$ cat src/rtl/macguffin_pkg.sv
// Shared MacGuffin definitions: S-box tables, datapath widths, the S-box word
// function and the elastic buffer state encoding.
package macguffin_pkg;

    localparam int BLOCK_W = 64;
    localparam int WORD_W  = BLOCK_W / 4;  // cipher block is four 16-bit words
    localparam int PBOX_W  = 3 * WORD_W;   // eight 6-bit groups
    localparam int N_SBOX  = 8;

    // One S-box: 64 entries of 2 bits, entry index = 6-bit group value.
    typedef logic [0:63][1:0] sbox_table_t;

    localparam sbox_table_t [0:N_SBOX-1] SBOX = '{
        '{2'd3,2'd1,2'd3,2'd0,2'd0,2'd3,2'd2,2'd2,2'd0,2'd2,2'd1,2'd3,2'd1,2'd2,2'd0,2'd1,
          2'd0,2'd3,2'd1,2'd1,2'd3,2'd0,2'd3,2'd0,2'd2,2'd1,2'd3,2'd2,2'd2,2'd1,2'd0,2'd2,
          2'd1,2'd0,2'd3,2'd2,2'd3,2'd1,2'd0,2'd2,2'd3,2'd3,2'd2,2'd1,2'd0,2'd2,2'd1,2'd0,
          2'd3,2'd3,2'd2,2'd0,2'd1,2'd2,2'd0,2'd1,2'd1,2'd2,2'd0,2'd3,2'd2,2'd0,2'd1,2'd3},
        '{2'd3,2'd0,2'd2,2'd3,2'd1,2'd2,2'd0,2'd1,2'd2,2'd1,2'd0,2'd3,2'd3,2'd0,2'd1,2'd2,
          2'd0,2'd3,2'd1,2'd1,2'd3,2'd0,2'd2,2'd3,2'd3,2'd0,2'd0,2'd2,2'd1,2'd2,2'd2,2'd1,
          2'd0,2'd3,2'd1,2'd2,2'd2,2'd1,2'd3,2'd0,2'd1,2'd2,2'd3,2'd1,2'd2,2'd0,2'd0,2'd3,
          2'd3,2'd2,2'd2,2'd0,2'd0,2'd3,2'd1,2'd0,2'd2,2'd1,2'd1,2'd3,2'd0,2'd1,2'd3,2'd2},
        '{2'd2,2'd0,2'd2,2'd3,2'd1,2'd0,2'd3,2'd1,2'd0,2'd3,2'd3,2'd1,2'd2,2'd1,2'd0,2'd2,
          2'd3,2'd1,2'd0,2'd2,2'd0,2'd1,2'd1,2'd2,2'd0,2'd2,2'd1,2'd3,2'd3,2'd2,2'd3,2'd0,
          2'd3,2'd1,2'd1,2'd2,2'd2,2'd3,2'd0,2'd0,2'd2,2'd0,2'd0,2'd3,2'd1,2'd2,2'd3,2'd1,
          2'd0,2'd2,2'd3,2'd0,2'd1,2'd2,2'd2,2'd1,2'd1,2'd3,2'd3,2'd0,2'd2,2'd1,2'd0,2'd3},
        '{2'd1,2'd3,2'd3,2'd0,2'd0,2'd1,2'd2,2'd2,2'd0,2'd0,2'd2,2'd1,2'd2,2'd3,2'd1,2'd3,
          2'd3,2'd2,2'd2,2'd1,2'd1,2'd3,2'd0,2'd0,2'd1,2'd1,2'd0,2'd3,2'd0,2'd2,2'd3,2'd2,
          2'd2,2'd1,2'd2,2'd0,2'd3,2'd2,2'd1,2'd3,2'd3,2'd0,2'd0,2'd3,2'd1,2'd0,2'd2,2'd1,
          2'd0,2'd3,2'd0,2'd1,2'd2,2'd0,2'd3,2'd2,2'd2,2'd1,2'd1,2'd2,2'd3,2'd1,2'd0,2'd3},
        '{2'd0,2'd3,2'd1,2'd0,2'd1,2'd2,2'd2,2'd1,2'd2,2'd1,2'd0,2'd3,2'd3,2'd0,2'd3,2'd2,
          2'd3,2'd2,2'd0,2'd3,2'd1,2'd1,2'd3,2'd0,2'd1,2'd0,2'd3,2'd2,2'd0,2'd2,2'd2,2'd1,
          2'd1,2'd0,2'd0,2'd2,2'd2,2'd3,2'd1,2'd2,2'd3,2'd2,2'd3,2'd1,2'd1,2'd0,2'd0,2'd3,
          2'd2,2'd2,2'd3,2'd1,2'd0,2'd3,2'd0,2'd3,2'd1,2'd3,2'd0,2'd2,2'd2,2'd1,2'd1,2'd0},
        '{2'd3,2'd0,2'd2,2'd3,2'd2,2'd0,2'd1,2'd2,2'd0,2'd3,2'd0,2'd1,2'd3,2'd1,2'd1,2'd2,
          2'd2,2'd3,2'd1,2'd0,2'd1,2'd3,2'd2,2'd1,2'd1,2'd0,2'd3,2'd3,2'd0,2'd2,2'd0,2'd2,
          2'd2,2'd3,2'd3,2'd1,2'd0,2'd2,2'd3,2'd0,2'd1,2'd0,2'd1,2'd2,2'd0,2'd3,2'd2,2'd1,
          2'd1,2'd0,2'd0,2'd3,2'd2,2'd1,2'd3,2'd2,2'd2,2'd3,2'd0,2'd1,2'd1,2'd0,2'd2,2'd3},
        '{2'd1,2'd2,2'd0,2'd3,2'd3,2'd0,2'd2,2'd3,2'd0,2'd3,2'd2,2'd1,2'd1,2'd2,2'd1,2'd0,
          2'd3,2'd0,2'd2,2'd1,2'd1,2'd2,2'd0,2'd2,2'd3,2'd0,2'd1,2'd3,2'd0,2'd3,2'd2,2'd1,
          2'd0,2'd1,2'd2,2'd3,2'd3,2'd0,2'd1,2'd3,2'd2,2'd3,2'd1,2'd2,2'd0,2'd1,2'd2,2'd0,
          2'd1,2'd2,2'd3,2'd2,2'd0,2'd1,2'd2,2'd1,2'd2,2'd1,2'd0,2'd3,2'd3,2'd0,2'd0,2'd3},
        '{2'd3,2'd0,2'd2,2'd1,2'd1,2'd3,2'd2,2'd0,2'd2,2'd2,2'd0,2'd3,2'd1,2'd0,2'd3,2'd1,
          2'd0,2'd3,2'd3,2'd2,2'd2,2'd0,2'd1,2'd1,2'd3,2'd1,2'd1,2'd2,2'd0,2'd3,2'd2,2'd0,
          2'd1,2'd2,2'd1,2'd0,2'd2,2'd3,2'd3,2'd0,2'd0,2'd1,2'd2,2'd3,2'd3,2'd0,2'd1,2'd2,
          2'd0,2'd0,2'd3,2'd1,2'd1,2'd2,2'd2,2'd3,2'd3,2'd3,2'd2,2'd0,2'd0,2'd1,2'd1,2'd2}
    };

    // 16-bit S-box output: group g = p[47-6g -: 6] selects bits [15-2g -: 2].
    function automatic logic [WORD_W-1:0] sbox_word(input logic [PBOX_W-1:0] p);
        logic [WORD_W-1:0] w;
        w = '0;
        for (int g = 0; g < N_SBOX; g++) begin
            w[WORD_W-1-2*g -: 2] = SBOX[g][p[PBOX_W-1-6*g -: 6]];
        end
        return w;
    endfunction

    // Occupancy of the 2-entry elastic buffer.
    typedef enum logic [1:0] {
        BUF_EMPTY = 2'd0,
        BUF_ONE   = 2'd1,
        BUF_FULL  = 2'd2
    } buf_state_t;

endpackage

$ cat src/rtl/macguffin_sbox_stage_if.sv
// Handshake bundle of the S-box stage: input beat, output beat, flush and busy.
interface macguffin_sbox_stage_if;
    import macguffin_pkg::*;

    logic              flush;
    logic              in_valid;
    logic              in_ready;
    logic [PBOX_W-1:0] p_data;
    logic [WORD_W-1:0] left_word;
    logic              out_valid;
    logic              out_ready;
    logic [WORD_W-1:0] out_word;
    logic              busy;

    // Round controller side.
    modport master (
        output flush, in_valid, p_data, left_word, out_ready,
        input  in_ready, out_valid, out_word, busy
    );

    // Stage side.
    modport slave (
        input  flush, in_valid, p_data, left_word, out_ready,
        output in_ready, out_valid, out_word, busy
    );
endinterface

$ cat src/rtl/macguffin_skid_buf.sv
// Two-entry valid/ready elastic buffer (head + skid). All outputs are
// registered, so in_ready never depends combinationally on out_ready.
module macguffin_skid_buf
    import macguffin_pkg::*;
#(
    parameter int W = 16
) (
    input  logic         clk,
    input  logic         rst,
    input  logic         flush,
    input  logic         in_valid,
    output logic         in_ready,
    input  logic [W-1:0] in_data,
    output logic         out_valid,
    input  logic         out_ready,
    output logic [W-1:0] out_data,
    output logic         busy
);

    buf_state_t   state_reg;
    logic [W-1:0] head_reg;
    logic [W-1:0] skid_reg;
    logic         in_ready_reg;
    logic         out_valid_reg;
    logic         busy_reg;

    logic push;
    logic pop;

    assign push = in_valid && in_ready_reg;
    assign pop  = out_valid_reg && out_ready;

    // Occupancy FSM with registered handshake outputs; flush beats any transfer.
    always_ff @(posedge clk or posedge rst) begin
        if (rst) begin
            state_reg     <= BUF_EMPTY;
            head_reg      <= '0;
            skid_reg      <= '0;
            in_ready_reg  <= 1'b1;
            out_valid_reg <= 1'b0;
            busy_reg      <= 1'b0;
        end else if (flush) begin
            state_reg     <= BUF_EMPTY;
            in_ready_reg  <= 1'b1;
            out_valid_reg <= 1'b0;
            busy_reg      <= 1'b0;
        end else begin
            case (state_reg)
                BUF_EMPTY: begin
                    if (push) begin
                        head_reg      <= in_data;
                        state_reg     <= BUF_ONE;
                        out_valid_reg <= 1'b1;
                        busy_reg      <= 1'b1;
                    end
                end
                BUF_ONE: begin
                    if (push && pop) begin
                        // Head leaves and the new beat takes its place.
                        head_reg <= in_data;
                    end else if (push) begin
                        skid_reg     <= in_data;
                        state_reg    <= BUF_FULL;
                        in_ready_reg <= 1'b0;
                    end else if (pop) begin
                        state_reg     <= BUF_EMPTY;
                        out_valid_reg <= 1'b0;
                        busy_reg      <= 1'b0;
                    end
                end
                BUF_FULL: begin
                    if (pop) begin
                        head_reg     <= skid_reg;
                        state_reg    <= BUF_ONE;
                        in_ready_reg <= 1'b1;
                    end
                end
                default: begin
                    state_reg     <= BUF_EMPTY;
                    in_ready_reg  <= 1'b1;
                    out_valid_reg <= 1'b0;
                    busy_reg      <= 1'b0;
                end
            endcase
        end
    end

    assign in_ready  = in_ready_reg;
    assign out_valid = out_valid_reg;
    assign out_data  = head_reg;
    assign busy      = busy_reg;

endmodule

$ cat src/rtl/macguffin_sbox_stage.sv
// MacGuffin substitution stage: eight 6->2 S-box lookups on the P-box word,
// XOR into the left word, result held in a 2-entry elastic buffer.
module macguffin_sbox_stage
    import macguffin_pkg::*;
(
    input  logic                  clk,
    input  logic                  rst,
    macguffin_sbox_stage_if.slave bus
);

    logic [WORD_W-1:0] result_next;

    // Lookup + XOR is purely combinational and lands directly in the buffer entry.
    always_comb begin
        result_next = bus.left_word ^ sbox_word(bus.p_data);
    end

    macguffin_skid_buf #(
        .W (WORD_W)
    ) u_buf (
        .clk       (clk),
        .rst       (rst),
        .flush     (bus.flush),
        .in_valid  (bus.in_valid),
        .in_ready  (bus.in_ready),
        .in_data   (result_next),
        .out_valid (bus.out_valid),
        .out_ready (bus.out_ready),
        .out_data  (bus.out_word),
        .busy      (bus.busy)
    );

endmodule

$ cat src/flat_wrapper.sv
// flat-port wrapper written by rule: the top's interface ports become plain ports
module macguffin_sbox_stage_flat import macguffin_pkg::*;
  (clk, rst, bus_flush, bus_in_valid, bus_p_data, bus_left_word, bus_out_ready, bus_in_ready, bus_out_valid, bus_out_word, bus_busy);
  macguffin_sbox_stage_if bus_i ();
  input  logic clk;
  input  logic rst;
  input wire logic [$bits(bus_i.flush)-1:0] bus_flush;
  input wire logic [$bits(bus_i.in_valid)-1:0] bus_in_valid;
  input wire logic [$bits(bus_i.p_data)-1:0] bus_p_data;
  input wire logic [$bits(bus_i.left_word)-1:0] bus_left_word;
  input wire logic [$bits(bus_i.out_ready)-1:0] bus_out_ready;
  output wire logic [$bits(bus_i.in_ready)-1:0] bus_in_ready;
  output wire logic [$bits(bus_i.out_valid)-1:0] bus_out_valid;
  output wire logic [$bits(bus_i.out_word)-1:0] bus_out_word;
  output wire logic [$bits(bus_i.busy)-1:0] bus_busy;
  assign bus_i.flush = bus_flush;
  assign bus_i.in_valid = bus_in_valid;
  assign bus_i.p_data = bus_p_data;
  assign bus_i.left_word = bus_left_word;
  assign bus_i.out_ready = bus_out_ready;
  assign bus_in_ready = bus_i.in_ready;
  assign bus_out_valid = bus_i.out_valid;
  assign bus_out_word = bus_i.out_word;
  assign bus_busy = bus_i.busy;
  macguffin_sbox_stage u_core (.clk(clk), .rst(rst), .bus(bus_i));
endmodule
$ cat config.mk
export PLATFORM = sky130hd
export DESIGN_NAME = macguffin_sbox_stage_flat
export DESIGN_NICKNAME = d
export VERILOG_FILES = /design/src/rtl/macguffin_pkg.sv /design/src/rtl/macguffin_sbox_stage_if.sv /design/src/rtl/macguffin_skid_buf.sv /design/src/rtl/macguffin_sbox_stage.sv /design/src/flat_wrapper.sv
export SDC_FILE = /design/constraint.sdc
export NUM_CORES = 1
export LEC_CHECK = 0
export BUFFER_PORTS_ARGS = -buffer_cell sky130_fd_sc_hd__buf_2
export CELL_PAD_IN_SITES_DETAIL_PLACEMENT = 1
export CELL_PAD_IN_SITES_GLOBAL_PLACEMENT = 2
export CORE_MARGIN = 1
export CORE_UTILIZATION = 30
export DETAILED_ROUTE_END_ITERATION = 16
export PLACE_DENSITY_LB_ADDON = 0.3
export SETUP_SLACK_MARGIN = 0.02
export SYNTH_ARGS = -nofsm -noshare
export SYNTH_HDL_FRONTEND = slang
export SYNTH_SLANG_ARGS = --single-unit
$ cat constraint.sdc
create_clock -name clk -period 4.33 [get_ports clk]
set_clock_uncertainty 0.15 [all_clocks]
set_input_delay 0.2165 -clock clk [delete_from_list [all_inputs] [get_ports clk]]
set_output_delay 0.2165 -clock clk [all_outputs]
set_load 0.02 [all_outputs]
==> flow_summary.yaml <==
synth:
  synth.top_cell.area_share_pct: 19.6
  ys_types: 74
  synth_largest_area_cell: "dfrtp_1"
  synth-edff-count: 0
  netlist_area_mm2: 0.00446
  yosysWarnings: 0
  synth_cells: 529
  synth-async-reset-ratio_pct: 100
  ys_seq_elements: 36
  ys.flop_type: "dfrtp_1"
  synth_fp_nets: 641
  netlist_top_cells_area: "dfrtp_1, ha_1, mux4_2"
  ys_seq_area_share_pct: 20.2
  avgSynthCellArea_um2: 8.44
sta:
  setup_slack_ns: 1.58
  relSlewSlack_pct: 21.8
  tns_ns: 0
  hold_viol: 0
  setup_viol: 0
  drv_slew: 0
  fin_crit_sh_pct: 63.5
  period_minus_slack_ns: 2.75
  max_slew.worst_pin.slew_ns: 1.17
  fmax_mhz: 364
  rsz0062_at_grt: "false"
die:
  die_y_um: 124
  core_mm2: 0.0145
  ios: 88
  num_rows: 44
  dieArea_mm2: 0.0154
  initial_utilization_pct: 30.7
  die_w_um: 124
global_route:
  grt_max_degree: 37
  grt_use_total_pct: 15.7
  antenna_found_initial: 0
  grt_pass1_vias: 4039
  grt_pass1_wl_mm: 19.5
  overflow: 0
pwr:
  power_switching_mw: 0.633
  swShare_pct: 38.9
  vdd_drop_max_mv: 0.141
  p_int_mw: 0.993
  clock_power_share_pct: 22.2
  pwr-share-comb_pct: 43.0
  seq_power_share_pct: 34.8
  powerDensity_mw_per_mm2: 318
  p_leak_nw: 2.36
routing:
  avgViaCountPerCell: 5.30
  initialDrtViolationCount: 128
  routed_wl_mm: 11.8
  via_count: 4125
  final_antenna_net_count: 0
  post_drt_wl_per_cell_um: 15.2
  dr.pass1.iters: 4
  drt_drc_violations_left: 0
worst_hold_path:
  holdPathEnd: "u_core.u_buf.busy"
  hp-class: "input port to register"
  min_from: "bus_flush"
  whs_path_depth: 2
outcome:
  status: "finished clean"
setup_path:
  critical_path_class: "register to register"
  crit_family: "compound AO/OA/AOI/OAI gates"
  cp-start-kind: "register"
  crit_fanout: 19
  critPathCaptureType: "register"
  slowest_stage: "o32ai_2"
  r2r_start: "u_core.u_buf.state_reg[0]"
  r2r_end: "u_core.u_buf.out_data[6]"
  reg2regPathDepth: 5
  path_cells: "and2b_1 > nor2_1 > o32ai_2 > nand2_1 > o21ai_0"
  critical_path_arrival_ns: 2.80
  critPathMaxStageDelay_ns: 0.96
  required_ns: 4.38
  reg2reg_slack_ns: 1.58
  crit_buf_inv: 0
cts:
  cts_root_buffer: "clkbuf_16"
  cts_tree: "done"
  postCtsResizedCells: 0
  cts_hold_buf: 1
  clk_pin_slew_worst_paths_ns: 0.05
  worstSkewPairLatency_ns: 0.28
  numCtsBuffers: 5
  cts_num_sinks: 36
  cts_buffer_depth: 2
  htree_levels: 2
  cts_setup_buffers: 0
layout:
  syn_to_final_growth_pct: 14.7
  layout.nets: 705
  nFillCells: 1813
  final_util_pct: 35.2
  n_antenna_cell: 0
  drive_gt1_share_pct: 21.2
placement:
  post-place-ws_ns: 1.56
  portBuffers: 87
  dp_hpwl_mm: 9.18
  routabilityCongestion: 0.798
flow_run:
  drv_cap: 0
worst reg2reg max path, stage by stage (launching register included):
cell and delay (ns):
dfrtp_1 0.43, and2b_1 0.54, nor2_1 0.13, o32ai_2 0.96
nand2_1 0.23, o21ai_0 0.22
cell usage after synthesis, types with 4 or more instances:
cell,count
mux2_2,10
nand3b_1,7
inv_1,40
o211ai_1,4
and3b_1,4
nand4_1,4
xnor2_1,15
a31oi_1,4
buf_2,16
a211oi_1,8
mux4_2,10
nand3_1,9
clkbuf_1,9
mux2i_1,19
nand2b_1,15
nor2_1,26
a21oi_1,22
o2111ai_1,5
o21ai_0,40
nor3_1,6
xor2_1,13
or2_2,4
ha_1,43
nor2b_1,13
o22ai_1,9
or3_1,6
dfrtp_1,35
nor3b_1,7
a221o_1,6
a311oi_1,5
and3_1,6
nand2_1,45
kinds of logic (layout without fill, tap and decap cells):
group,after synthesis,count (layout),synth area share (%)
AO/OA/AOI/OAI,147,147,23.2
XOR/XNOR,29,29,5.86
adder cells (fa/ha/maj),43,43,12.1
buffers and inverters,72,137,7.26
flip-flops,36,36,20.2
multiplexers,40,40,12.2
AND/OR/NAND/NOR,162,162,19.3
per-stage QoR:
stage / hold slack, ns / power, mW / instances / area, µm²
floorplan: 0.217 / 1.03 / 529 / 4460
global placement: 0.246 / 1.25 / 769 / 4960
detailed placement: 0.250 / 1.28 / 769 / 4960
CTS: 0.0519 / 1.65 / 778 / 5120
global route: 0.0654 / 1.75 / 778 / 5120
finish: 0.0548 / 1.63 / 778 / 5120
layout by cell type (no fill, tap or decap), drive strengths merged, types with 4 or more instances in the layout:
| master | instances |
|---|---|
| a211oi | 9 |
| a21oi | 23 |
| a221o | 6 |
| a311oi | 5 |
| a31oi | 4 |
| and3 | 6 |
| and3b | 4 |
| buf | 88 |
| clkbuf | 8 |
| dfrtp | 35 |
| ha | 43 |
| inv | 40 |
| mux2 | 11 |
| mux2i | 19 |
| mux4 | 10 |
| nand2 | 45 |
| nand2b | 15 |
| nand3 | 9 |
| nand3b | 7 |
| nand4 | 4 |
| nor2 | 26 |
| nor2b | 13 |
| nor3 | 6 |
| nor3b | 7 |
| o2111ai | 5 |
| o211ai | 4 |
| o21ai | 40 |
| o22ai | 9 |
| o311ai | 4 |
| or2 | 4 |
| or3 | 6 |
| xnor2 | 16 |
| xor2 | 13 |
layer usage:
layer  GRT usage (%)  vias up  wire length, µm
li1                -     2049                -
met3            1.88        8              357
met1            20.2     2009             5420
met5               0        -                0
met4            3.79        0              127
met2            28.0       59             5920
how the worst max path moves through the flow:
stage | start | to | slack, ns | cells past startpoint
floorplan | bus_p_data[6] | u_core.u_buf.skid_reg[3] | 2.10 | 9
global placement | u_core.u_buf.state_reg[0] | u_core.u_buf.out_data[4] | 1.62 | 6
detailed placement | u_core.u_buf.state_reg[0] | u_core.u_buf.out_data[6] | 1.56 | 5
CTS | u_core.u_buf.state_reg[0] | u_core.u_buf.out_data[6] | 1.55 | 5
global route | u_core.u_buf.state_reg[0] | u_core.u_buf.out_data[10] | 1.23 | 5
finish | u_core.u_buf.state_reg[0] | u_core.u_buf.out_data[6] | 1.58 | 5
final cells by class:
type                            instances  area, µm²  share of cell area, %
Sequential cell                        36        902                   17.6
Tap cell                              184        230                   4.50
Timing Repair Buffer                   89        453                   8.85
Multi-Input combinational cell        421       3240                   63.2
Inverter                               40        150                   2.93
Clock buffer                            8        146                   2.86
power groups by stage:
stage / Combinational (mW) / Clock, mW / Sequential, mW
global route: 0.782 / 0.388 / 0.584
floorplan: 0.403 / 0 / 0.626
global placement: 0.684 / 0 / 0.567
detailed placement: 0.711 / 0 / 0.571
CTS: 0.713 / 0.374 / 0.567
finish: 0.699 / 0.361 / 0.566
(Power assumes the default switching activity.)
